$ cat src/rtl/record_pkg.sv
// Shared types and width helpers for the sample record buffer and its FIFO.
package record_pkg;

  typedef enum logic {
    LSB_FIRST   = 1'b0,
    MSB_FIRST_E = 1'b1
  } bit_order_e;

  // Width of an occupancy count that must represent 0..depth inclusive.
  function automatic int levelWidth(input int depth);
    return $clog2(depth + 1);
  endfunction

  function automatic int countWidth(input int wordW);
    return (wordW < 2) ? 1 : $clog2(wordW);
  endfunction

endpackage

$ cat src/rtl/record_fifo.sv
// First-word-fall-through FIFO: the head entry is visible on rdData_o without a read cycle.
module record_fifo
  import record_pkg::*;
#(
  parameter int WIDTH = 32,
  parameter int DEPTH = 4
) (
  input  logic                          clk,
  input  logic                          resetN,
  input  logic                          push_i,
  input  logic                          pop_i,
  input  logic                          flush_i,
  input  logic [WIDTH-1:0]              wrData_i,
  output logic [WIDTH-1:0]              rdData_o,
  output logic [levelWidth(DEPTH)-1:0]  level_o,
  output logic                          full_o,
  output logic                          empty_o
);

  localparam int AW = $clog2(DEPTH);
  localparam int LW = levelWidth(DEPTH);

  logic [WIDTH-1:0] mem_q [DEPTH];
  logic [AW:0]      wrPtr_q, wrPtr_d;
  logic [AW:0]      rdPtr_q, rdPtr_d;
  logic [AW:0]      ptrDiff;
  logic             pushOk;
  logic             popOk;

  // The extra wrap bit separates full (wrap bits differ) from empty (pointers equal).
  always_comb begin
    empty_o  = (wrPtr_q == rdPtr_q);
    full_o   = (wrPtr_q[AW] != rdPtr_q[AW]) && (wrPtr_q[AW-1:0] == rdPtr_q[AW-1:0]);
    popOk    = pop_i & ~empty_o & ~flush_i;
    pushOk   = push_i & (~full_o | popOk) & ~flush_i;
    ptrDiff  = wrPtr_q - rdPtr_q;
    level_o  = LW'(ptrDiff);
    rdData_o = mem_q[rdPtr_q[AW-1:0]];
    wrPtr_d  = wrPtr_q;
    rdPtr_d  = rdPtr_q;
    if (flush_i) begin
      wrPtr_d = '0;
      rdPtr_d = '0;
    end else begin
      if (pushOk) wrPtr_d = wrPtr_q + 1'b1;
      if (popOk)  rdPtr_d = rdPtr_q + 1'b1;
    end
  end

  always_ff @(posedge clk) begin
    if (!resetN) begin
      wrPtr_q <= '0;
      rdPtr_q <= '0;
    end else begin
      wrPtr_q <= wrPtr_d;
      rdPtr_q <= rdPtr_d;
    end
  end

  // Storage needs no reset: the head is only observed when the FIFO is non-empty.
  always_ff @(posedge clk) begin
    if (pushOk) mem_q[wrPtr_q[AW-1:0]] <= wrData_i;
  end

endmodule

$ cat src/rtl/sample_record_buffer.sv
// Serial-sample recorder: edge-detects samplePulse, shifts dIn into a word and queues
// completed words in a FWFT FIFO with sticky overflow reporting.
module sample_record_buffer
  import record_pkg::*;
#(
  parameter int WORD_W     = 32,
  parameter int FIFO_DEPTH = 4,
  parameter int MSB_FIRST  = 0
) (
  input  logic                               clk,
  input  logic                               resetN,
  input  logic                               enable,
  input  logic                               samplePulse,
  input  logic                               dIn,
  input  logic                               flush,
  input  logic                               outReady,
  output logic [WORD_W-1:0]                  outData,
  output logic                               outValid,
  output logic [levelWidth(FIFO_DEPTH)-1:0]  level,
  output logic [countWidth(WORD_W)-1:0]      bitCount,
  output logic [WORD_W-1:0]                  partialWord,
  output logic                               overflow
);

  localparam int CW = countWidth(WORD_W);
  localparam int LW = levelWidth(FIFO_DEPTH);
  localparam bit_order_e ORDER = (MSB_FIRST != 0) ? MSB_FIRST_E : LSB_FIRST;

  logic              pulseQ_q;
  logic [WORD_W-1:0] partialWord_q, partialWord_d;
  logic [CW-1:0]     bitCount_q, bitCount_d;
  logic              overflow_q, overflow_d;

  logic              strobe;
  logic              sampleEn;
  logic              wordDone;
  logic              popReq;
  logic              pushReq;
  logic [WORD_W-1:0] shifted;

  logic [WORD_W-1:0] fifoHead;
  logic [LW-1:0]     fifoLevel;
  logic              fifoFull;
  logic              fifoEmpty;

  // Flush wins over sampling, pushing and popping in the same cycle.
  always_comb begin
    strobe   = samplePulse & ~pulseQ_q;
    sampleEn = strobe & enable & ~flush;
    if (ORDER == MSB_FIRST_E) shifted = {partialWord_q[WORD_W-2:0], dIn};
    else                      shifted = {dIn, partialWord_q[WORD_W-1:1]};
    wordDone = sampleEn && (bitCount_q == CW'(WORD_W - 1));
    popReq   = ~fifoEmpty & outReady & ~flush;
    pushReq  = wordDone & (~fifoFull | popReq);

    partialWord_d = partialWord_q;
    bitCount_d    = bitCount_q;
    overflow_d    = overflow_q;
    if (flush) begin
      partialWord_d = '0;
      bitCount_d    = '0;
      overflow_d    = 1'b0;
    end else if (sampleEn) begin
      partialWord_d = shifted;
      bitCount_d    = wordDone ? '0 : bitCount_q + CW'(1);
      if (wordDone && fifoFull && !popReq) overflow_d = 1'b1;
    end
  end

  // The edge-detect register tracks the pulse even while disabled or flushing.
  always_ff @(posedge clk) begin
    if (!resetN) begin
      pulseQ_q      <= 1'b0;
      partialWord_q <= '0;
      bitCount_q    <= '0;
      overflow_q    <= 1'b0;
    end else begin
      pulseQ_q      <= samplePulse;
      partialWord_q <= partialWord_d;
      bitCount_q    <= bitCount_d;
      overflow_q    <= overflow_d;
    end
  end

  record_fifo #(
    .WIDTH (WORD_W),
    .DEPTH (FIFO_DEPTH)
  ) uFifo (
    .clk      (clk),
    .resetN   (resetN),
    .push_i   (pushReq),
    .pop_i    (popReq),
    .flush_i  (flush),
    .wrData_i (shifted),
    .rdData_o (fifoHead),
    .level_o  (fifoLevel),
    .full_o   (fifoFull),
    .empty_o  (fifoEmpty)
  );

  always_comb begin
    outValid    = ~fifoEmpty;
    outData     = outValid ? fifoHead : '0;
    level       = fifoLevel;
    bitCount    = bitCount_q;
    partialWord = partialWord_q;
    overflow    = overflow_q;
  end

endmodule

$ cat config.mk
export PLATFORM = sky130hd
export DESIGN_NAME = sample_record_buffer
export DESIGN_NICKNAME = d
export VERILOG_FILES = /design/src/rtl/record_pkg.sv /design/src/rtl/record_fifo.sv /design/src/rtl/sample_record_buffer.sv
export SDC_FILE = /design/constraint.sdc
export NUM_CORES = 1
export LEC_CHECK = 0
export CORE_MARGIN = 4
export CORE_UTILIZATION = 59
export CTS_CLUSTER_SIZE = 20
export DETAILED_ROUTE_END_ITERATION = 8
export PLACE_DENSITY = 0.84
export SETUP_SLACK_MARGIN = 0.02
export SLEW_MARGIN = 20
export SYNTH_ARGS = -nofsm -noshare
export SYNTH_HDL_FRONTEND = slang
export SYNTH_SLANG_ARGS = --single-unit
export TNS_END_PERCENT = 10
$ cat constraint.sdc
create_clock -name clk -period 3.8 [get_ports clk]
set_clock_uncertainty 0.15 [all_clocks]
set_input_delay 0.76 -clock clk [delete_from_list [all_inputs] [get_ports clk]]
set_output_delay 0.76 -clock clk [all_outputs]
set_load 0.05 [all_outputs]
==> results of run 1 <==
worst max-delay path, cell delays in order, from the launching register on:
cell	delay, ns
dfxtp_1	0.42
inv_1	0.12
ha_1	0.31
nand2_1	0.36
nor2_4	0.06
buf_12	0.18
nor2b_1	0.10
clkdlybuf4s50_1	0.81
report_power, final:
| group | switching (mW) | internal [mW] | leakage [nW] |
|---|---|---|---|
| clock network | 0.717 | 0.967 | 0.261 |
| registers | 0.00115 | 2.02 | 1.76 |
| logic | 0.0240 | 0.0117 | 1.29 |
| total | 0.742 | 3.00 | 3.32 |
per-layer routing:
layer  share of wire [%]  track usage, %  vias up
li1                    -               -     1758
met1                  40            29.5     1964
met2                  52            38.3      157
met3                 6.2            4.44       19
met4                 1.8            9.11        0
met5                   0               0        -
logic make-up (layout without fill, tap and decap cells):
family | count (synthesis) | after routing | synth area share, %
AO/OA/AOI/OAI | 45 | 45 | 3.73
XOR/XNOR | 6 | 6 | 0.783
adder cells (fa/ha/maj) | 10 | 10 | 1.98
buffers and inverters | 29 | 129 | 1.88
flip-flops | 175 | 175 | 71.3
multiplexers | 34 | 34 | 11.0
AND/OR/NAND/NOR | 129 | 130 | 9.32
flip-flops by register name, indices dropped and copies added, names as in the netlist, named ones only:
name and flops:
overflow 1, pulseQ_q 1, partialWord 32, uFifo.mem_q 128, uFifo.wrPtr_q 3, uFifo.rdPtr_q 3
bitCount 5
worst paths after layout:
| path | from | to |
|---|---|---|
| max | uFifo.wrPtr_q[0] | outData[5] |
| min | partialWord[0] | partialWord[0] |
| max reg2reg | uFifo.wrPtr_q[0] | uFifo.mem_q[2][5] |
| min reg2reg | partialWord[0] | partialWord[0] |
Yosys cell counts, types with 2 or more instances:
| library cell | number |
|---|---|
| nand3b_1 | 2 |
| inv_1 | 6 |
| nor3_1 | 2 |
| mux4_2 | 32 |
| o21ai_0 | 3 |
| ha_1 | 9 |
| mux2i_1 | 2 |
| dfxtp_1 | 47 |
| buf_4 | 2 |
| nand2_1 | 68 |
| nor2b_1 | 33 |
| a31oi_1 | 2 |
| and2_2 | 3 |
| nand3_1 | 2 |
| nor2_1 | 11 |
| buf_2 | 8 |
| buf_1 | 4 |
| clkbuf_1 | 9 |
| edfxtp_1 | 128 |
| a21oi_1 | 37 |
| xor2_1 | 3 |
| xnor2_1 | 3 |
through the flow:
step                      area [um^2]  util, %  cells  power, mW  worst slack (ns)
after detailed placement         7750     70.5    634       2.10             0.308
after global placement           7750     70.5    634       2.10             0.395
final                            8420     76.7    669       3.74             0.109
after floorplan                  6710        -    428       2.08              1.00
after global routing             8420     76.7    669       3.84           0.00988
after CTS                        8340     76.0    668       3.76            0.0250
area by class of cell:
class,instances,area [um^2]
Clock buffer,19,433
Clock inverter,13,140
Fill cell,624,2560
Inverter,6,22.5
Multi-Input combinational cell,225,1840
Sequential cell,175,4790
Tap cell,140,175
Timing Repair Buffer,91,1020
repair_timing:
action,4_1_cts,5_1_grt
resized for setup,9,23
endpoints found under the hold margin,0,0
setup buffers,1,1
pin swaps,1,1
endpoints found under the setup margin,33,25
gates cloned,1,0
==> impl_results.md, run 1 <==
* CTS max path bufs at 2
* Layout cells sized above 1 at 15.9%
* Ports at 81
* Worst Path Required at 2.89 ns
* Worst Setup Start Kind: flop
* Post-synth top area cell: edfxtp_1
* Reg2reg path depth at 6
* F_max at 0.271 GHz
* Rows at 38
* Largest net degree at the start of global routing at 37
* Die width at 115 um
* First-pass GRT wire length at 22.2 mm
* IO buf count at 80
* Most frequent cells in the layout: 128 x edfxtp_1, 68 x nand2_1, 49 x clkdlybuf4s50_1
* Core Footprint at 0.0110 mm^2
* Lkg Pwr at 3.32 nW
* Fin. max-slew vios at 0
* Most used DFF post-synth: edfxtp_1
* WS Path Type: reg -> out
* Nets at 533
* DRC at 0
* Syn Inst Count at 428
* Crit. End Element: output port
* Worst Max-Slew Pin Slew at 0.798 ns
* Worst-path fanout max at 16
* WHS Path Cells at 2
* Initial DRC count at 347
* Rel. slew slack at 46.6%
* Overall routing resource usage at 22.8%
* Number of global-route vias before repair at 3934
* Yosys top cell area share at 57.3%
* Hold bufs inserted after CTS at 0
* Routed WL per cell at 21.1 um
* Synthesized area at 0.00671 mm^2
* Yosys cell types at 34
* RSZ-0062 raised after global routing: no
* Gr ovfl total at 0
* Clk Tree Root Cell: clkbuf_16
* Vias per Instance at 5.83
* PD cells at 445 mW/mm^2
* DRT Wirelength at 14.1 mm
* Fin. Hold Viols at 0
* Largest cells by area after synthesis: edfxtp_1 57%, dfxtp_1 14%, mux4_2 11%
* Seq cells post-synth at 175
* EDFF count, synth at 128
* TritonCTS buffer count at 17
* Post-layout minimum cycle time at 3.69 ns
* Crit share post-route at 97.1%
* H-tree depth at 4
* Worst IR Drop VDD at 0.000347 V
* Hold crit path type: reg -> reg
* Most common cell after layout, fill and taps aside: edfxtp_1
* Setup TNS at 0 ns
* Placer Congestion at 0.726
* Worst skew pair latency at 0.42 ns
* Hold_ws at 0.331 ns
* # setup viols final at 0
* Vias at 3898
* Sequential share of the synthesized area at 71.3%
* Initial Utilization at 61.1%
* Async SR Flop Fraction at 0%
* Syn avg cell area at 15.7 um^2
* DRT Pass-1 Iters at 5
* R2R Setup Slk at 1.11 ns
* # diodes at 0
* CTS clk-pin slew, worst paths at 0.07 ns
* Antenna violations before repair at 0
* Ys Warns at 0
* Outcome: finished, final reports clean
* Die Area at 0.0131 mm^2
* CTS tree: built
* Syn nets at 445
* DRT antenna net count at 0
* Clk sink count at 175
* Die height at 115 um
* HPWL Detailed at 8.03 mm
* CP arrival at 2.78 ns
* Synth-to-layout area growth at 25.4%
* Maxcap violations at 0
No activity file was read; power rests on OpenSTA's default activity.
==> run 2, diff against run 1 <==
--- a/config.mk
+++ b/config.mk
@@ -11,7 +11,6 @@
 export DETAILED_ROUTE_END_ITERATION = 8
 export PLACE_DENSITY = 0.84
 export SETUP_SLACK_MARGIN = 0.02
-export SLEW_MARGIN = 20
 export SYNTH_ARGS = -nofsm -noshare
 export SYNTH_HDL_FRONTEND = slang
 export SYNTH_SLANG_ARGS = --single-unit
==> results of run 2 <==
The final DEF is identical to that of run 1; final timing and power are the same.
